==> config.mk <==
export PLATFORM = sky130hd
export DESIGN_NAME = csr_mtrap
export DESIGN_NICKNAME = d
export VERILOG_FILES = /design/src/rtl/csr_pkg.sv /design/src/rtl/csr_counter.sv /design/src/rtl/csr_mtrap.sv
export SDC_FILE = /design/constraint.sdc
export NUM_CORES = 1
export LEC_CHECK = 0
export ABC_AREA = 1
export BUFFER_PORTS_ARGS = -buffer_cell sky130_fd_sc_hd__buf_2
export CAP_MARGIN = 0
export CELL_PAD_IN_SITES_DETAIL_PLACEMENT = 1
export CELL_PAD_IN_SITES_GLOBAL_PLACEMENT = 1
export CORE_ASPECT_RATIO = 0.9
export CORE_MARGIN = 2
export CORE_UTILIZATION = 35
export DETAILED_ROUTE_END_ITERATION = 16
export PLACE_DENSITY = 0.84
export SLEW_MARGIN = 20
export SYNTH_ARGS = -nofsm -noshare
export SYNTH_HDL_FRONTEND = slang
export SYNTH_SLANG_ARGS = --single-unit
==> constraint.sdc <==
create_clock -name clk -period 2.5 [get_ports clk]
set_input_delay 0.25 -clock clk [delete_from_list [all_inputs] [get_ports clk]]
set_output_delay 0.25 -clock clk [all_outputs]
set_load 0.01 [all_outputs]
==> src/rtl/csr_pkg.sv <==
// ---------------------------------------------------------------------------
// csr_pkg -- shared constants for the machine-mode trap CSR block.
//
// Contents:
//   * CSR address constants (mstatus .. mhartid)
//   * CSR instruction function encodings (none / RW / RS / RC)
//   * bit positions inside mstatus and mip/mie
// ---------------------------------------------------------------------------
package csr_pkg;

   // CSR addresses
   localparam logic [11:0] CSR_MSTATUS  = 12'h300;
   localparam logic [11:0] CSR_MIE      = 12'h304;
   localparam logic [11:0] CSR_MTVEC    = 12'h305;
   localparam logic [11:0] CSR_MSCRATCH = 12'h340;
   localparam logic [11:0] CSR_MEPC     = 12'h341;
   localparam logic [11:0] CSR_MCAUSE   = 12'h342;
   localparam logic [11:0] CSR_MTVAL    = 12'h343;
   localparam logic [11:0] CSR_MIP      = 12'h344;
   localparam logic [11:0] CSR_MCYCLE   = 12'hB00;
   localparam logic [11:0] CSR_MINSTRET = 12'hB02;
   localparam logic [11:0] CSR_MHARTID  = 12'hF14;

   // CSR instruction function
   typedef enum logic [1:0] {
      FUNCT_NONE = 2'b00,
      FUNCT_RW   = 2'b01,
      FUNCT_RS   = 2'b10,
      FUNCT_RC   = 2'b11
   } csr_funct_e;

   // mstatus fields
   localparam int MSTATUS_MIE    = 3;
   localparam int MSTATUS_MPIE   = 7;
   localparam int MSTATUS_MPP_LO = 11;
   localparam int MSTATUS_MPP_HI = 12;

   // mip / mie interrupt bits
   localparam int MIP_MSIP = 3;
   localparam int MIP_MTIP = 7;
   localparam int MIP_MEIP = 11;

endpackage

==> src/rtl/csr_counter.sv <==
// ---------------------------------------------------------------------------
// csr_counter -- XLEN-wide free-running counter with a software write port.
//
// Ports:
//   clk, rst      clock, synchronous active-high reset (clears count)
//   inc           advance the count by one this cycle
//   wr_en,wr_data load wr_data; takes priority over inc in the same cycle
//   count         current counter value
// The count wraps from all-ones to zero.
// ---------------------------------------------------------------------------
module csr_counter #(
   parameter int XLEN = 64
) (
   input  logic            clk,
   input  logic            rst,
   input  logic            inc,
   input  logic            wr_en,
   input  logic [XLEN-1:0] wr_data,
   output logic [XLEN-1:0] count
);

   logic [XLEN-1:0] count_reg;

   always_ff @(posedge clk) begin
      if (rst) begin
         count_reg <= '0;
      end else if (wr_en) begin
         count_reg <= wr_data;
      end else if (inc) begin
         count_reg <= count_reg + XLEN'(1);
      end
   end

   assign count = count_reg;

endmodule

==> src/rtl/csr_mtrap.sv <==
// ---------------------------------------------------------------------------
// csr_mtrap -- machine-mode CSR file with trap entry / mret handling.
//
// Ports:
//   clk, rst                      clock, synchronous active-high reset
//   csr_req/csr_addr/csr_funct    CSR instruction (funct 01=RW 10=RS 11=RC)
//   csr_wdata                     CSR operand
//   csr_rdata                     pre-write CSR value, registered
//   csr_illegal                   one-cycle pulse on an illegal access
//   trap_req/trap_cause/trap_pc/trap_tval   trap entry
//   mret                          return from trap
//   instret                       instruction retired this cycle
//   irq_ext/irq_timer/irq_sw      level interrupt sources
//   irq_pending                   enabled interrupt present
//   redirect_valid/redirect_pc    one-cycle PC redirect after trap / mret
//
// Configuration macro: CSR_MTRAP_COUNTERS_EN
//   defined   -> mcycle / minstret are live counters
//   undefined -> 0xB00 / 0xB02 read zero, writes are silently dropped
// ---------------------------------------------------------------------------
module csr_mtrap
   import csr_pkg::*;
#(
   parameter int              XLEN        = 64,
   parameter logic [XLEN-1:0] MTVEC_RESET = '0
) (
   input  logic            clk,
   input  logic            rst,
   input  logic            csr_req,
   input  logic [11:0]     csr_addr,
   input  logic [1:0]      csr_funct,
   input  logic [XLEN-1:0] csr_wdata,
   output logic [XLEN-1:0] csr_rdata,
   output logic            csr_illegal,
   input  logic            trap_req,
   input  logic [XLEN-1:0] trap_cause,
   input  logic [XLEN-1:0] trap_pc,
   input  logic [XLEN-1:0] trap_tval,
   input  logic            mret,
   input  logic            instret,
   input  logic            irq_ext,
   input  logic            irq_timer,
   input  logic            irq_sw,
   output logic            irq_pending,
   output logic            redirect_valid,
   output logic [XLEN-1:0] redirect_pc
);

   // Only the three machine interrupt bits of mie are implemented.
   localparam logic [XLEN-1:0] IRQ_MASK =
      XLEN'((1 << MIP_MEIP) | (1 << MIP_MTIP) | (1 << MIP_MSIP));

   // mip bit positions in the same order as the irq_in vector below.
   localparam int MIP_POS [3] = '{MIP_MSIP, MIP_MTIP, MIP_MEIP};

   csr_funct_e funct;
   assign funct = csr_funct_e'(csr_funct);

   // ------------------------------------------------------------------
   // State
   // ------------------------------------------------------------------
   logic            mie_bit_reg;
   logic            mpie_bit_reg;
   logic [XLEN-1:0] mie_reg;
   logic [XLEN-1:0] mtvec_reg;
   logic [XLEN-1:0] mscratch_reg;
   logic [XLEN-1:0] mepc_reg;
   logic [XLEN-1:0] mcause_reg;
   logic [XLEN-1:0] mtval_reg;
   logic [2:0]      mip_bit_reg;

   logic [XLEN-1:0] csr_rdata_reg;
   logic            csr_illegal_reg;
   logic            redirect_valid_reg;
   logic [XLEN-1:0] redirect_pc_reg;

   logic [XLEN-1:0] mcycle_value;
   logic [XLEN-1:0] minstret_value;

   // ------------------------------------------------------------------
   // Interrupt sampling: one register per source
   // ------------------------------------------------------------------
   logic [2:0] irq_in;
   assign irq_in = {irq_ext, irq_timer, irq_sw};

   generate
      for (genvar gi = 0; gi < 3; gi++) begin : g_mip
         always_ff @(posedge clk) begin
            if (rst) begin
               mip_bit_reg[gi] <= 1'b0;
            end else begin
               mip_bit_reg[gi] <= irq_in[gi];
            end
         end
      end
   endgenerate

   // ------------------------------------------------------------------
   // Architectural views of the packed registers
   // ------------------------------------------------------------------
   logic [XLEN-1:0] mstatus_value;
   logic [XLEN-1:0] mip_value;

   always_comb begin
      mstatus_value = '0;
      mstatus_value[MSTATUS_MIE]  = mie_bit_reg;
      mstatus_value[MSTATUS_MPIE] = mpie_bit_reg;
      mstatus_value[MSTATUS_MPP_HI:MSTATUS_MPP_LO] = 2'b11;
   end

   always_comb begin
      mip_value = '0;
      for (int i = 0; i < 3; i++) begin
         mip_value[MIP_POS[i]] = mip_bit_reg[i];
      end
   end

   assign irq_pending = mie_bit_reg & (|(mip_value & mie_reg));

   // ------------------------------------------------------------------
   // CSR read / modify
   // ------------------------------------------------------------------
   logic [XLEN-1:0] old_value;
   logic [XLEN-1:0] new_value;
   logic            addr_mapped;
   logic            csr_legal;
   logic            csr_op;
   logic            csr_wr;

   always_comb begin
      old_value   = '0;
      addr_mapped = 1'b1;
      case (csr_addr)
         CSR_MSTATUS:  old_value = mstatus_value;
         CSR_MIE:      old_value = mie_reg;
         CSR_MTVEC:    old_value = mtvec_reg;
         CSR_MSCRATCH: old_value = mscratch_reg;
         CSR_MEPC:     old_value = mepc_reg;
         CSR_MCAUSE:   old_value = mcause_reg;
         CSR_MTVAL:    old_value = mtval_reg;
         CSR_MIP:      old_value = mip_value;
         CSR_MCYCLE:   old_value = mcycle_value;
         CSR_MINSTRET: old_value = minstret_value;
         CSR_MHARTID:  old_value = '0;
         default:      addr_mapped = 1'b0;
      endcase
   end

   always_comb begin
      case (funct)
         FUNCT_RW: new_value = csr_wdata;
         FUNCT_RS: new_value = old_value | csr_wdata;
         FUNCT_RC: new_value = old_value & ~csr_wdata;
         default:  new_value = old_value;
      endcase
   end

   // mhartid is read-only: any write attempt faults.
   assign csr_legal = addr_mapped &
                      ~((csr_addr == CSR_MHARTID) && (funct != FUNCT_NONE));
   // A trap or mret in the same cycle drops the CSR instruction entirely.
   assign csr_op    = csr_req & ~trap_req & ~mret;
   assign csr_wr    = csr_op & csr_legal & (funct != FUNCT_NONE);

   // ------------------------------------------------------------------
   // Trap target: direct, or vectored for interrupts (cause MSB set)
   // ------------------------------------------------------------------
   logic [XLEN-1:0] trap_base;
   logic [XLEN-1:0] trap_offset;
   logic [XLEN-1:0] trap_target;

   assign trap_base   = {mtvec_reg[XLEN-1:2], 2'b00};
   assign trap_offset = {1'b0, trap_cause[XLEN-2:0]} << 2;
   assign trap_target = ((mtvec_reg[1:0] == 2'b01) && trap_cause[XLEN-1])
                        ? trap_base + trap_offset : trap_base;

   // ------------------------------------------------------------------
   // CSR state update
   // ------------------------------------------------------------------
   always_ff @(posedge clk) begin
      if (rst) begin
         mie_bit_reg  <= 1'b0;
         mpie_bit_reg <= 1'b0;
         mie_reg      <= '0;
         mtvec_reg    <= MTVEC_RESET;
         mscratch_reg <= '0;
         mepc_reg     <= '0;
         mcause_reg   <= '0;
         mtval_reg    <= '0;
      end else if (trap_req) begin
         mepc_reg     <= trap_pc & ~XLEN'(3);
         mcause_reg   <= trap_cause;
         mtval_reg    <= trap_tval;
         mpie_bit_reg <= mie_bit_reg;
         mie_bit_reg  <= 1'b0;
      end else if (mret) begin
         mie_bit_reg  <= mpie_bit_reg;
         mpie_bit_reg <= 1'b1;
      end else if (csr_wr) begin
         case (csr_addr)
            CSR_MSTATUS: begin
               mie_bit_reg  <= new_value[MSTATUS_MIE];
               mpie_bit_reg <= new_value[MSTATUS_MPIE];
            end
            CSR_MIE:      mie_reg      <= new_value & IRQ_MASK;
            CSR_MTVEC:    mtvec_reg    <= new_value;
            CSR_MSCRATCH: mscratch_reg <= new_value;
            CSR_MEPC:     mepc_reg     <= new_value & ~XLEN'(3);
            CSR_MCAUSE:   mcause_reg   <= new_value;
            CSR_MTVAL:    mtval_reg    <= new_value;
            default: ;  // mip, counters (own module), mhartid: nothing here
         endcase
      end
   end

   // ------------------------------------------------------------------
   // Registered outputs
   // ------------------------------------------------------------------
   always_ff @(posedge clk) begin
      if (rst) begin
         csr_rdata_reg      <= '0;
         csr_illegal_reg    <= 1'b0;
         redirect_valid_reg <= 1'b0;
         redirect_pc_reg    <= '0;
      end else begin
         // rdata holds its last value when no CSR instruction executes
         if (csr_op) begin
            csr_rdata_reg <= csr_legal ? old_value : '0;
         end
         csr_illegal_reg    <= csr_op & ~csr_legal;
         redirect_valid_reg <= trap_req | mret;
         if (trap_req) begin
            redirect_pc_reg <= trap_target;
         end else if (mret) begin
            redirect_pc_reg <= mepc_reg;
         end
      end
   end

   assign csr_rdata      = csr_rdata_reg;
   assign csr_illegal    = csr_illegal_reg;
   assign redirect_valid = redirect_valid_reg;
   assign redirect_pc    = redirect_pc_reg;

   // ------------------------------------------------------------------
   // Performance counters
   // ------------------------------------------------------------------
`ifdef CSR_MTRAP_COUNTERS_EN
   csr_counter #(.XLEN(XLEN)) u_mcycle (
      .clk     (clk),
      .rst     (rst),
      .inc     (1'b1),
      .wr_en   (csr_wr && (csr_addr == CSR_MCYCLE)),
      .wr_data (new_value),
      .count   (mcycle_value)
   );

   csr_counter #(.XLEN(XLEN)) u_minstret (
      .clk     (clk),
      .rst     (rst),
      .inc     (instret),
      .wr_en   (csr_wr && (csr_addr == CSR_MINSTRET)),
      .wr_data (new_value),
      .count   (minstret_value)
   );
`else
   assign mcycle_value   = '0;
   assign minstret_value = '0;

   logic unused_instret;
   assign unused_instret = instret;
`endif

endmodule

Yosys cells after proc, flatten, opt, wreduce, memory -nomap -nowiden
Index checks and enable logic that the tools add are counted.
- register bits: 456
- input bits: 279
- output and inout port bits: 131
- logic and storage cells: 97
- $add $sub $neg: 1
- equality and inequality tests: 16
- multiplexer cells: 26
- bitwise operators: 16
- reductions and logical operators: 23
- operator list (operator ; number):
    64-bit two-way mux ; 16
    64-bit case mux with 8 select lines ; 1
    64-bit case mux with 3 select lines ; 1
    12-bit by 10-bit equality test with 1-bit output (second input constant) ; 8
    64-bit adder ; 1
    64-bit bitwise AND ; 1
    64-bit NOT ; 1
    64-bit OR ; 1
    64-bit OR reduction ; 1
    12-bit equality test (second input constant) ; 3
    2-bit nonzero test ; 8
    12-bit bitwise AND ; 1
    4-bit AND reduction ; 3
    11-bit OR reduction ; 1
    3-bit AND reduction ; 3
    1-bit two-way mux ; 8
    1-bit bitwise AND ; 7
    3-bit nonzero test ; 2
    2-bit by 1-bit equality test with 1-bit output (second input constant) ; 2
    2-bit equality test (second input constant) ; 2
    1-bit NOT ; 4
    2-bit AND reduction ; 2
    1-bit logical AND ; 2
    2-bit inequality test (second input constant) ; 1
    other kinds (2) ; 2

Logic depth before layout (Yosys ltp)
- depth in word-level cells: 9
- mapped depth: 16
- mapped depth without buffers: 15

Worst setup path before layout
Ideal clock, no wire load.
- kind: input-to-reg
- from: in csr_addr[2]
- to: reg mscratch_reg[61]
- library setup time: 132 ps
- arrival: 2006 ps
- data required time: 2368 ps
- path slack: 362 ps
- stages on the path: 13
- buffers on the path: 3
- path through: inv_2 nand2_1 nor2_1 nand3_1 nand2_1 nor2_1 nand3_1 nand4_4 buf_4 buf_2 clkbuf_1 nor3_1 nor3_1
- word-level cells in the longest chain between the ends: 7
- elaborated cells between the ends (all ways): 23
- those cells by class: eq/ne: 11; mux: 3; bitwise: 6; reduce/logical: 3
- RTL lines (what ; line ; RTL):
    start, declared ; csr_mtrap.sv:30 ; input logic [11:0] csr_addr,
    12-bit equality test (tied with other cells) ; csr_mtrap.sv:133, csr_mtrap.sv:160 ;
    11-bit OR reduction (no source line) or 1-bit logical AND (tied branches) ; - ;
    1-bit two-way mux or 1-bit NOT (tied branches) ; csr_mtrap.sv:133, csr_mtrap.sv:160 ;
    1-bit bitwise AND ; csr_mtrap.sv:159 ; assign csr_legal = addr_mapped &
    1-bit bitwise AND (2 in a row) ; csr_mtrap.sv:163 ; assign csr_wr = csr_op & csr_legal & (funct != FUNCT_NONE);
    4-bit AND reduction (no source line) ; - ;
    end signal, assigned ; csr_mtrap.sv:207 ; CSR_MSCRATCH: mscratch_reg <= new_value;
    end, declared ; csr_mtrap.sv:66 ; logic [XLEN-1:0] mscratch_reg;
Parallel ways exist; a longest one is shown, timed or not.
A chain may end at the register's enable or synchronous reset.

Final worst setup path
- from: reg mtvec_reg[10]
- to: reg redirect_pc_reg[25] (netlist: redirect_pc[25])
- word-level cells in the longest chain between the ends: 3
- RTL lines (what ; line ; RTL):
    start, declared ; csr_mtrap.sv:65 ; logic [XLEN-1:0] mtvec_reg;
    start signal, assigned ; csr_mtrap.sv:206 ; CSR_MTVEC: mtvec_reg <= new_value;
    64-bit adder ; csr_mtrap.sv:175 ; ? trap_base + trap_offset : trap_base;
    64-bit two-way mux ; csr_mtrap.sv:175 ;
    64-bit two-way mux ; csr_mtrap.sv:232 ; if (trap_req) begin
    end signal, assigned ; csr_mtrap.sv:233 ; redirect_pc_reg <= trap_target;
    end signal, assigned ; csr_mtrap.sv:235 ; redirect_pc_reg <= mepc_reg;
    end, declared ; csr_mtrap.sv:75 ; logic [XLEN-1:0] redirect_pc_reg;
No other way between the ends.

==> flow_summary_export.csv <==
group,metric,value,unit
drt,vias,37500,
worst_setup_path,worst_ep_required_time,2.99,ns
power,seqPwrFrac,41.2,%
synth,synth_edf_count,0,
power,powerDensity,503,nW/um2
synth,ys_warn_count,0,
final_layout,design_area,37200,um2
clock_network,tritoncts,"yes",
final_layout,drive_gt1_share,17.6,%
drt,drc,0,
synth,synth_flop_cell,"dfxtp_1",
timing,drv_slew,0,
die,die-height,276,um
synth,yosysSeqAreaShare,31.6,%
placed_design,hpwlAfterDp,127,mm
die,core,81300,um2
synth,async_flop_share,0,%
drt,wl,167,mm
die,ioPinCount,410,
global_route,antenna_found_initial,11,
synth,yosysTopAreaCell,"dfxtp_1",
die,die_w,306,um
clock_network,cts-root-buf,"clkbuf_16",
placed_design,gp_congestion,1.05,
clock_network,cts_max_level,2,
clock_network,cts_num_sinks,454,
timing,min_period_over_period,100,%
synth,synth_top_area_share,31.6,%
timing,tightest_slew,0.772,ns
placed_design,io_buffers,404,
worst_hold_path,hp-class,"input port to register",
job,maxCapViolCount,0,
final_layout,area_growth_syn_to_layout,29.3,%
drt,wl_per_cell,24.9,um
die,rows,99,
clock_network,cts_buffer_depth,3,
global_route,grt_usage,38.1,%
die,dieArea,84600,um2
timing,fmax,0.399,GHz
global_route,grt_max_degree,142,
timing,rsz0062_at_grt,"yes",
worst_setup_path,cp.arrival,3.00,ns
clock_network,clk_pin_slew,0.06,ns
outcome,status,"finished with violations",
power,pwr-share-comb,14.4,%
synth,syn_area,28800,um2
worst_setup_path,start_kind,"register",
worst_setup_path,worstSetupEndpointType,"register",
final_layout,layout_commonest_cell,"nand2_1",
timing,finalClockSkew,0.0358,ns
power,p_int,13100,uW
power,ir_worst_vdd,0.000582,V
drt,viasPerCell,5.59,
synth,synth_cell_types,36,
drt,drt_first_pass_iters,6,
clock_network,cts_inserted_buffers,54,
power,p_switching,5630,uW
synth,synthTopCellsByArea,"dfxtp_1 (32%), nand2_1 (21%), nor2_1 (11%)",
placed_design,place_worst_setup_slack,-0.278,ns
drt,ant_nets,0,
placed_design,placed_cell_area,34400,um2
timing,finalWorstSetupSlack,-0.00415,ns
timing,hold_viol_final,0,
outcome,violations,"negative setup slack",
synth,ys_seq_elements,454,
timing,setup_viol,1,
power,switching_share,30.0,%
power,power.clock.fraction,44.4,%
global_route,grt_pass1_vias,37600,
global_route,grt_pass1_wl,241,mm
clock_network,clk_latency,0.65,ns
die,start_util,35.4,%
worst_setup_path,worstSetupPathType,"register to register",
power,p_leak,0.0185,uW
final_layout,most-common-layout-cells,"nand2_1 (1560), nor2_1 (816), inv_1 (496), dfxtp_1 (434), buf_2 (402)",
drt,drt_iter0_drc,3637,
timing,min_period,2.50,ns
global_route,gr-total-overflow,0,
synth,avgSynthCellArea,5.76,um2
timing,max_slew_margin,48.5,%
final_layout,nets,5934,
worst_setup_path,path_max_fanout,3,
synth,syn_inst,4996,
[per-stage QoR]
step	hold slack (ns)	std cells	TNS [ns]	power, uW	util, %
5_1_grt	0.0326	6704	-0.181	19300	45.8
3_3_place_gp	0.452	6544	-1.45	10300	42.4
2_1_floorplan	0.357	4997	0	9040	-
4_1_cts	0.000160	6693	-0.00147	18600	45.3
3_5_place_dp	0.454	6544	-6.51	10400	42.4
6_report	0.0166	6709	-0.00415	18700	45.8
[power by group through the flow]
stage / logic [uW] / registers [uW] / clock network, uW
after CTS: 2590 / 7710 / 8340
after detailed placement: 2510 / 7870 / 0
after floorplan: 1260 / 7780 / 0
after global placement: 2430 / 7860 / 0
after global routing: 2880 / 7730 / 8660
final: 2700 / 7720 / 8320
[worst max-delay path, cell delays in order, from the launching register on]
cell and delay (ns):
dfxtp_2 0.42, ha_1 0.29, buf_4 0.17, nand2_1 0.06
nand2_1 0.08, nand2_1 0.07, nand2_1 0.07, nand2_1 0.06
nand2_1 0.08, nand2_1 0.08, nand3_2 0.20, buf_4 0.21
xor2_1 0.16, o21ai_0 0.29, a21oi_1 0.11
[cell usage after synthesis, drive strengths merged (4+ instances only)]
cell type / number
clkbuf: 188
buf: 85
xor2: 23
nand3b: 6
a31oi: 17
ha: 61
a22o: 35
o211ai: 9
dfxtp: 454
nor2: 860
nand2: 1584
o22ai: 4
inv: 508
clkinv: 5
o21ai: 308
nand3: 308
nor3: 277
a21oi: 200
and2: 5
nand4: 35
o21bai: 14
a21boi: 4
[cell families after synthesis]
logic type | after synthesis | synth area share (%)
flip-flops | 454 | 31.6
adder cells (fa/ha/maj) | 62 | 2.72
buffers and inverters | 786 | 10.6
AND/OR/NAND/NOR | 3076 | 43.3
XOR/XNOR | 25 | 0.760
other | 1 | 0.0130
AO/OA/AOI/OAI | 592 | 11.1
[worst paths after layout]
| kind | from | end | slack [ns] | cells after the start |
|---|---|---|---|---|
| min | trap_pc[24] | mepc_reg[24]$_SDFFE_PP0P_ | 0.02 | 5 |
| max reg2reg | mtvec_reg[10]$_SDFFE_PP0P_ | redirect_pc[25]$_SDFFE_PP0P_ | -0.004 | 14 |
| min reg2reg | csr_rdata[19]$_SDFFE_PP0P_ | csr_rdata[19]$_SDFFE_PP0P_ | 0.46 | 2 |
| max | mtvec_reg[10]$_SDFFE_PP0P_ | redirect_pc[25]$_SDFFE_PP0P_ | -0.004 | 14 |
[repair_timing]
action                                  CTS  global route
hold buffers                             48             0
cloned                                    0             1
setup buffers                             0             4
endpoints found under the setup margin    9            48
endpoints found under the hold margin    48             0
pin swaps                                 2             8
gates resized for setup                  10           106
[area by class of cell]
type                    count  area (um2)
well taps                1060        1330
diodes                     11        27.5
flip-flops and latches    454        9120
clock buffers              80        1620
inverters                 513        1930
repair buffers            813        5870
multi-input cells        3757       17100
fillers                 11100       44000
clock inverters            21         230
[per-layer routing]
layer	GRT usage, %	up-vias	share of wire (%)
met5	0	-	0.0072
met4	32.0	2	9.9
met3	5.51	614	8.1
met2	61.5	1931	45
met1	44.6	18000	37
li1	-	17000	-
(Power assumes the default switching activity.)
